===== src/rtl/jam_cost_table.sv =====
// jam_cost_table: 8x8 cost matrix for the job-assignment engine.
// Streaming load fills the table row-major; queries return table[W][J]
// one cycle later. Also tracks a load checksum, a query count and a
// sticky load-protocol error flag.
module jam_cost_table #(
    parameter int N_IDX  = 8,
    parameter int IDX_W  = 3,
    parameter int COST_W = 7
) (
    input  logic              CLK,
    input  logic              RST,
    input  logic [IDX_W-1:0]  W,
    input  logic [IDX_W-1:0]  J,
    input  logic              Req,
    output logic [COST_W-1:0] Cost,
    input  logic              LoadStart,
    input  logic              LoadValid,
    input  logic [COST_W-1:0] LoadData,
    output logic              Ready,
    output logic [12:0]       LoadSum,
    output logic [15:0]       QueryCount,
    output logic              LoadErr
);

    localparam int ENTRIES = N_IDX * N_IDX;
    localparam int PTR_W   = 2 * IDX_W;
    localparam logic [PTR_W-1:0] LAST_PTR = PTR_W'(ENTRIES - 1);

    typedef enum logic [1:0] {
        S_EMPTY = 2'd0,
        S_LOAD  = 2'd1,
        S_READY = 2'd2
    } state_t;

    state_t            state;
    logic [PTR_W-1:0]  ptr;
    logic [COST_W-1:0] mem [ENTRIES];
    logic              wr_en;
    logic [PTR_W-1:0]  rd_idx;

    // A same-cycle LoadStart restarts the load, so its data beat is dropped.
    assign wr_en  = (state == S_LOAD) && LoadValid && !LoadStart;
    // N_IDX is a power of two, so row-major W*N_IDX+J is a plain concatenation.
    assign rd_idx = {W, J};

    // Table storage: written only by accepted load beats, never reset.
    always_ff @(posedge CLK) begin
        if (wr_en)
            mem[ptr] <= LoadData;
    end

    // Load FSM: pointer, checksum, Ready and the sticky error flag.
    always_ff @(posedge CLK or posedge RST) begin
        if (RST) begin
            state   <= S_EMPTY;
            ptr     <= '0;
            LoadSum <= '0;
            Ready   <= 1'b0;
            LoadErr <= 1'b0;
        end else if (LoadStart) begin
            state   <= S_LOAD;
            ptr     <= '0;
            LoadSum <= '0;
            Ready   <= 1'b0;
            LoadErr <= 1'b0;
        end else begin
            case (state)
                S_LOAD: begin
                    if (LoadValid) begin
                        LoadSum <= LoadSum + 13'(LoadData);
                        ptr     <= ptr + 1'b1;   // wraps to 0 after the last entry
                        if (ptr == LAST_PTR) begin
                            state <= S_READY;
                            Ready <= 1'b1;
                        end
                    end
                end
                default: begin
                    if (LoadValid)
                        LoadErr <= 1'b1;
                end
            endcase
        end
    end

    // Query path: one result per cycle, zero unless the table is complete.
    always_ff @(posedge CLK or posedge RST) begin
        if (RST)
            Cost <= '0;
        else
            Cost <= (state == S_READY) ? mem[rd_idx] : '0;
    end

    // Saturating count of Req cycles seen while the table is ready.
    always_ff @(posedge CLK or posedge RST) begin
        if (RST)
            QueryCount <= '0;
        else if (Req && (state == S_READY) && (QueryCount != 16'hFFFF))
            QueryCount <= QueryCount + 16'd1;
    end

endmodule


===== config.mk =====
export PLATFORM = sky130hd
export DESIGN_NAME = jam_cost_table
export DESIGN_NICKNAME = d
export VERILOG_FILES = /design/src/rtl/jam_cost_table.sv
export SDC_FILE = /design/constraint.sdc
export NUM_CORES = 1
export LEC_CHECK = 0
export ABC_AREA = 1
export CAP_MARGIN = 0
export CORE_MARGIN = 5
export CORE_UTILIZATION = 43
export CTS_CLUSTER_SIZE = 24
export DETAILED_ROUTE_END_ITERATION = 8
export PLACE_DENSITY = 0.6
export SYNTH_ARGS = -nofsm -noshare
export SYNTH_HDL_FRONTEND = slang
export SYNTH_SLANG_ARGS = --single-unit

===== constraint.sdc =====
create_clock -name CLK -period 3.3 [get_ports CLK]
set_input_delay 0.33 -clock CLK [delete_from_list [all_inputs] [get_ports CLK]]
set_output_delay 0.33 -clock CLK [all_outputs]
set_load 0.1 [all_outputs]

# Word-level counts from Yosys, hierarchy flattened
# Memories as Yosys holds them, arrays and structs flattened.
# Cells that the tools add are included.
dict set report word_totals {
  register_bits 46
  latchBits 0
  mem_bits_rw 448
  romBits 0
  wordCells 47
  n_memories 1
}
# memory depth width read_ports rd_ports_with_merged_regs write_ports line_no
set mem_list {}
lappend mem_list {mem 64 7 1 0 1 37} ;# logic [COST_W-1:0] mem [ENTRIES];
dict set report op_classes {
  n_addsub 3
  multipliers 0
  n_div 0
  magnitude_cmp 0
  n_eq_ne 5
  shifts 0
  n_mux 20
  bitwise_logic 0
  n_reduce_logical 11
}
# op count
set op_table {}
lappend op_table {{$mux W13} 3}
lappend op_table {{$mux W6} 3}
lappend op_table {{$add A16 B1 Y16 const B} 1}
lappend op_table {{$ne A16 B16 Y1 const B} 1}
lappend op_table {{$add A13 B7 Y13} 1}
lappend op_table {{$mux W1} 9}
lappend op_table {{$mux W2} 4}
lappend op_table {{$mux W7} 1}
lappend op_table {{$add A6 B1 Y6 const B} 1}
lappend op_table {{$eq A6 B6 Y1 const B} 1}
lappend op_table {{$reduce_bool A2 Y1} 3}
lappend op_table {{$logic_and A1 B1 Y1} 4}
lappend op_table {{$reduce_and A2 Y1} 2}
lappend op_table {{$reduce_and A3 Y1} 1}
lappend op_table {{$eq A2 B1 Y1 const B} 1}
lappend op_table {{$eq A2 B2 Y1 const B} 1}
lappend op_table {{$ne A2 B2 Y1 const B} 1}
lappend op_table {{$logic_not A1 Y1} 1}

# Logic depth before layout (Yosys ltp)
dict set report logic_depth {
  word_depth 5
  ltp_mapped 12
  depth_no_buf 11
}

# Worst setup path before layout
# OpenSTA, ideal clock, no wires.
dict set report synth_path {
  path_kind {reg2reg}
  from {register LoadSum[0]}
  to {register LoadSum[10]}
  arrival_ps 2523
  t_required_ps 3175
  setup_slack_ps 652
  stages_incl_launch_ff 12
  path_buffers 0
  synth_period_minus_slack_ps 2648
  path_cell_list {dfrtp_1 ha_1 inv_1 fa_1 inv_1 nand2_1 o21ai_1 a21oi_1 o21ai_1 nand2_1 nor2_1 o21ai_1}
}
dict set report synth_between {
  elab_chain_len 4
}
# element line_no
set synth_lines {}
lappend synth_lines {{start: declaration} 20} ;# output logic [12:0] LoadSum,
lappend synth_lines {{start signal: assignment} 70} ;# LoadSum <= LoadSum + 13'(LoadData);
lappend synth_lines {{$add A13 B7 Y13} 70}
lappend synth_lines {{$mux W13} 69} ;# if (LoadValid) begin
lappend synth_lines {{$mux W13} 67} ;# case (state)
lappend synth_lines {{$mux W13} 60} ;# end else if (LoadStart) begin
# No other way between the ends. The select of a mux whose other input is x is not followed.
# A chain may end at the register's enable or synchronous reset.

# Worst setup path after layout
dict set report layout_path {
  from {register QueryCount[5]}
  to {output port QueryCount[5]}
}
# element line_no
set layout_rtl {}
lappend layout_rtl {{start: declaration} 21} ;# output logic [15:0] QueryCount,
lappend layout_rtl {{start signal: assignment} 99} ;# QueryCount <= QueryCount + 16'd1;
# No word-level cell between the ends.

==> run metrics <==
status=finished, final reports clean; Clock Skews=~0.014 ns; Worst path depth=1; RSZ-0062 raised after global routing=no; Syn Area/Cell=11.2 um^2; total wire length=approximately 53 mm; Hold Path Stages=3; ANT nets after route=0; FF-to-FF End=mem[44][1]$_DFFE_PP_; vias per inst=about 5.4; Root Driver=clkbuf_16; Crit path buffers/inverters=1; Synth Net Count=about 1900; delay-heaviest family, CP=buffers and inverters; Slew Viols, Final=0; CTS tree=built; CTS Buf Count=52; CP max FO=6; Post-CTS Resized=0; Placer Congestion=roughly 0.87; Post-Synth XOR/XNOR Area=less than 1%; area delta synth->final=14.2%; Mapped Cells=~1900; # setup viols final=0; worst r2r path cells=7; Core Area=about 48000 um^2; max frequency=about 390 MHz; Hold Path End=LoadSum[0]$_DFFE_PP0P_; post-synthesis register bit count=around 500; worst setup margin=roughly 0.74 ns; Mapped Area=between 20000 and 25000 um^2; global-route wire length before repair=roughly 82 mm; Crit path required time=2.97 ns; Post-Synth Adder-Cell Area=less than 1%; crit-path max cell delay=around 1.2 ns; Sum Neg Setup Slack=0 ns; reg-to-reg slack, setup=0.79 ns; Fin. Hold Viols=0; Cell variety after synth=32; post-route minimum period=2.56 ns; # Post-CTS Setup Buffers=0; die height=~230 um; total grt overflow=0; Critical Path Start Type=flip-flop; Ports=56; initial core utilization=a little over two fifths; worst hold start=LoadData[0]; max_cap viols=0; Slew HR=between 20% and 30%; maximum VDD drop=slightly above 0.3 mV; number of nets in the layout=roughly 1900; Core Rows=80; CP Cell Sequence=clkdlybuf4s50_1; Min Hold Slack=roughly 0.13 ns; mux share of post-synthesis cell area=0%; DP Area=between 20000 and 25000 um^2; Period Utilization, post-route=roughly 78%; main combinational cell family by area after synthesis=simple AND/OR/NAND/NOR gates; die width=between 200 and 250 um; Clock Latency Late Sink=about 0.60 ns; DRC violation total after the first TritonRoute iteration=1417; Crit Path Class=flip-flop to output port; post-route cell area=around 24000 um^2; first drt pass iteration count=5; Ys Warns=0; Post-Synth Simple-Gate Area=around a quarter; share of layout cells above drive strength 1=just under 8%; hold bufs inserted after CTS=0; CTS max path bufs=3; H-tree depth=2; largest net degree at the start of global routing=a little under 90; Leakage Power=between 8 and 9 nW; placed wire-length estimate=about 32 mm; register area share after synthesis=between 70 and 80%; Vias=between 10000 and 15000; actual slew at the worst max-slew pin=1.07 ns; initial antenna violation count=1; commonest cells after routing, fill and taps aside=nand2_1, edfxtp_1, nand3_1; number of global-route vias before repair=around 14000; die area=approximately 53000 um^2; clk slew on worst S/H paths=~0.060 ns; post-synthesis compound-gate area fraction=1.23%; crit path capture type=output port; Hold WC Path Type=input pin to flip-flop; DRC=0; DP Worst Slack=0.514 ns; GR Util All Layers=19.9%; commonest non-fill, non-tap cell in the layout=nand2_1; worst r2r src=state[1]$_DFFE_PP0P_; port bufs=55; clock tree sinks=a little under 500; routed len/inst=~21 um; Pwr Density=a little under 600 nW/um^2; Layout fillers=between 4000 and 5000; CP max stage cell=clkdlybuf4s50_1; # diodes=0; Worst Path Arrival=~2.2 ns
## through the flow
stage | std cells | total power [W] | utilization [%]
3_5_place_dp | 2475 | 0.00789 | 45.9
3_3_place_gp | 2475 | 0.00789 | 45.9
2_1_floorplan | 1852 | 0.00754 | -
4_1_cts | 2573 | 0.0138 | 49.5
6_report | 2573 | 0.0136 | 49.5
5_1_grt | 2573 | 0.0141 | 49.5
## worst max path at each step
stage	from	to	slack, ns
6_report	QueryCount[5]$_DFFE_PP0P_	QueryCount[5]	0.74
2_1_floorplan	LoadSum[0]$_DFFE_PP0P_	LoadSum[10]$_DFFE_PP0P_	0.65
3_5_place_dp	LoadValid	mem[44][1]$_DFFE_PP_	0.51
4_1_cts	QueryCount[5]$_DFFE_PP0P_	QueryCount[5]	0.67
5_1_grt	state[1]$_DFFE_PP0P_	mem[12][1]$_DFFE_PP_	0.52
3_3_place_gp	LoadValid	mem[52][5]$_DFFE_PP_	0.49
## synthesized netlist by cell type
| cell | n | area share, % |
|---|---|---|
| fa_1 | 1 | 0.097 |
| a21oi_1 | 19 | 0.46 |
| nand2_2 | 1 | 0.030 |
| a22o_1 | 1 | 0.042 |
| ha_1 | 9 | 0.55 |
| buf_1 | 10 | 0.18 |
| buf_4 | 17 | 0.62 |
| nand2_1 | 611 | 11 |
| edfxtp_1 | 448 | 65 |
| a21o_1 | 1 | 0.036 |
| buf_2 | 53 | 1.3 |
| clkbuf_1 | 11 | 0.20 |
| o31ai_1 | 1 | 0.036 |
| xnor2_1 | 4 | 0.17 |
| xor2_1 | 13 | 0.55 |
| inv_1 | 50 | 0.91 |
| dfrtp_1 | 45 | 5.5 |
| a32o_1 | 2 | 0.097 |
| o22ai_1 | 2 | 0.061 |
| inv_2 | 2 | 0.036 |
| nand4_1 | 7 | 0.21 |
| o221ai_1 | 1 | 0.042 |
| nor3_1 | 8 | 0.19 |
| nor2_1 | 102 | 1.9 |
| o21ai_0 | 14 | 0.34 |
| clkinv_1 | 1 | 0.018 |
| buf_6 | 5 | 0.27 |
| o21ai_1 | 3 | 0.073 |
| nor2_2 | 3 | 0.091 |
| nand3_1 | 405 | 9.8 |
| o2111ai_1 | 1 | 0.042 |
| inv_4 | 1 | 0.030 |
## power breakdown
part / switching, W / internal, W
Sequential: 0.0000183 / 0.00683
Combinational: 0.000679 / 0.000228
Clock: 0.00241 / 0.00348
## routing by layer
| metal | wire length (um) | part of all wire (%) | GRT usage [%] | up-vias |
|---|---|---|---|---|
| li1 | - | - | - | 6538 |
| met1 | 23000 | 43 | 27.8 | 6841 |
| met2 | 25200 | 47 | 32.4 | 529 |
| met3 | 3720 | 7.0 | 3.67 | 100 |
| met4 | 1270 | 2.4 | 5.07 | 0 |
| met5 | 0 | 0 | 0 | - |
## logic make-up after synthesis
kind of cell | count (synthesis)
and+or+nand+nor | 1137
DFF | 493
buffers and inverters | 150
AOI/OAI and AO/OA | 45
xor gates and xnor gates | 17
adders and majority gates | 10
## sequential cells by signal (all words and copies together), names as in the netlist
name / count
mem: 448
QueryCount: 16
LoadSum: 13
Cost: 7
ptr: 6
state: 2
LoadErr: 1
## cell type report
type | instances | area (um^2) | share of cell area (%)
multi-input combinational | 1209 | 5350 | 22.7
sequential | 493 | 14600 | 61.8
inverter | 54 | 209 | 0.886
tap | 615 | 769 | 3.26
clock buffer | 72 | 1500 | 6.35
clock inverter | 26 | 239 | 1.01
timing repair buffer | 104 | 952 | 4.04
Power figures use the tool's default switching activity.
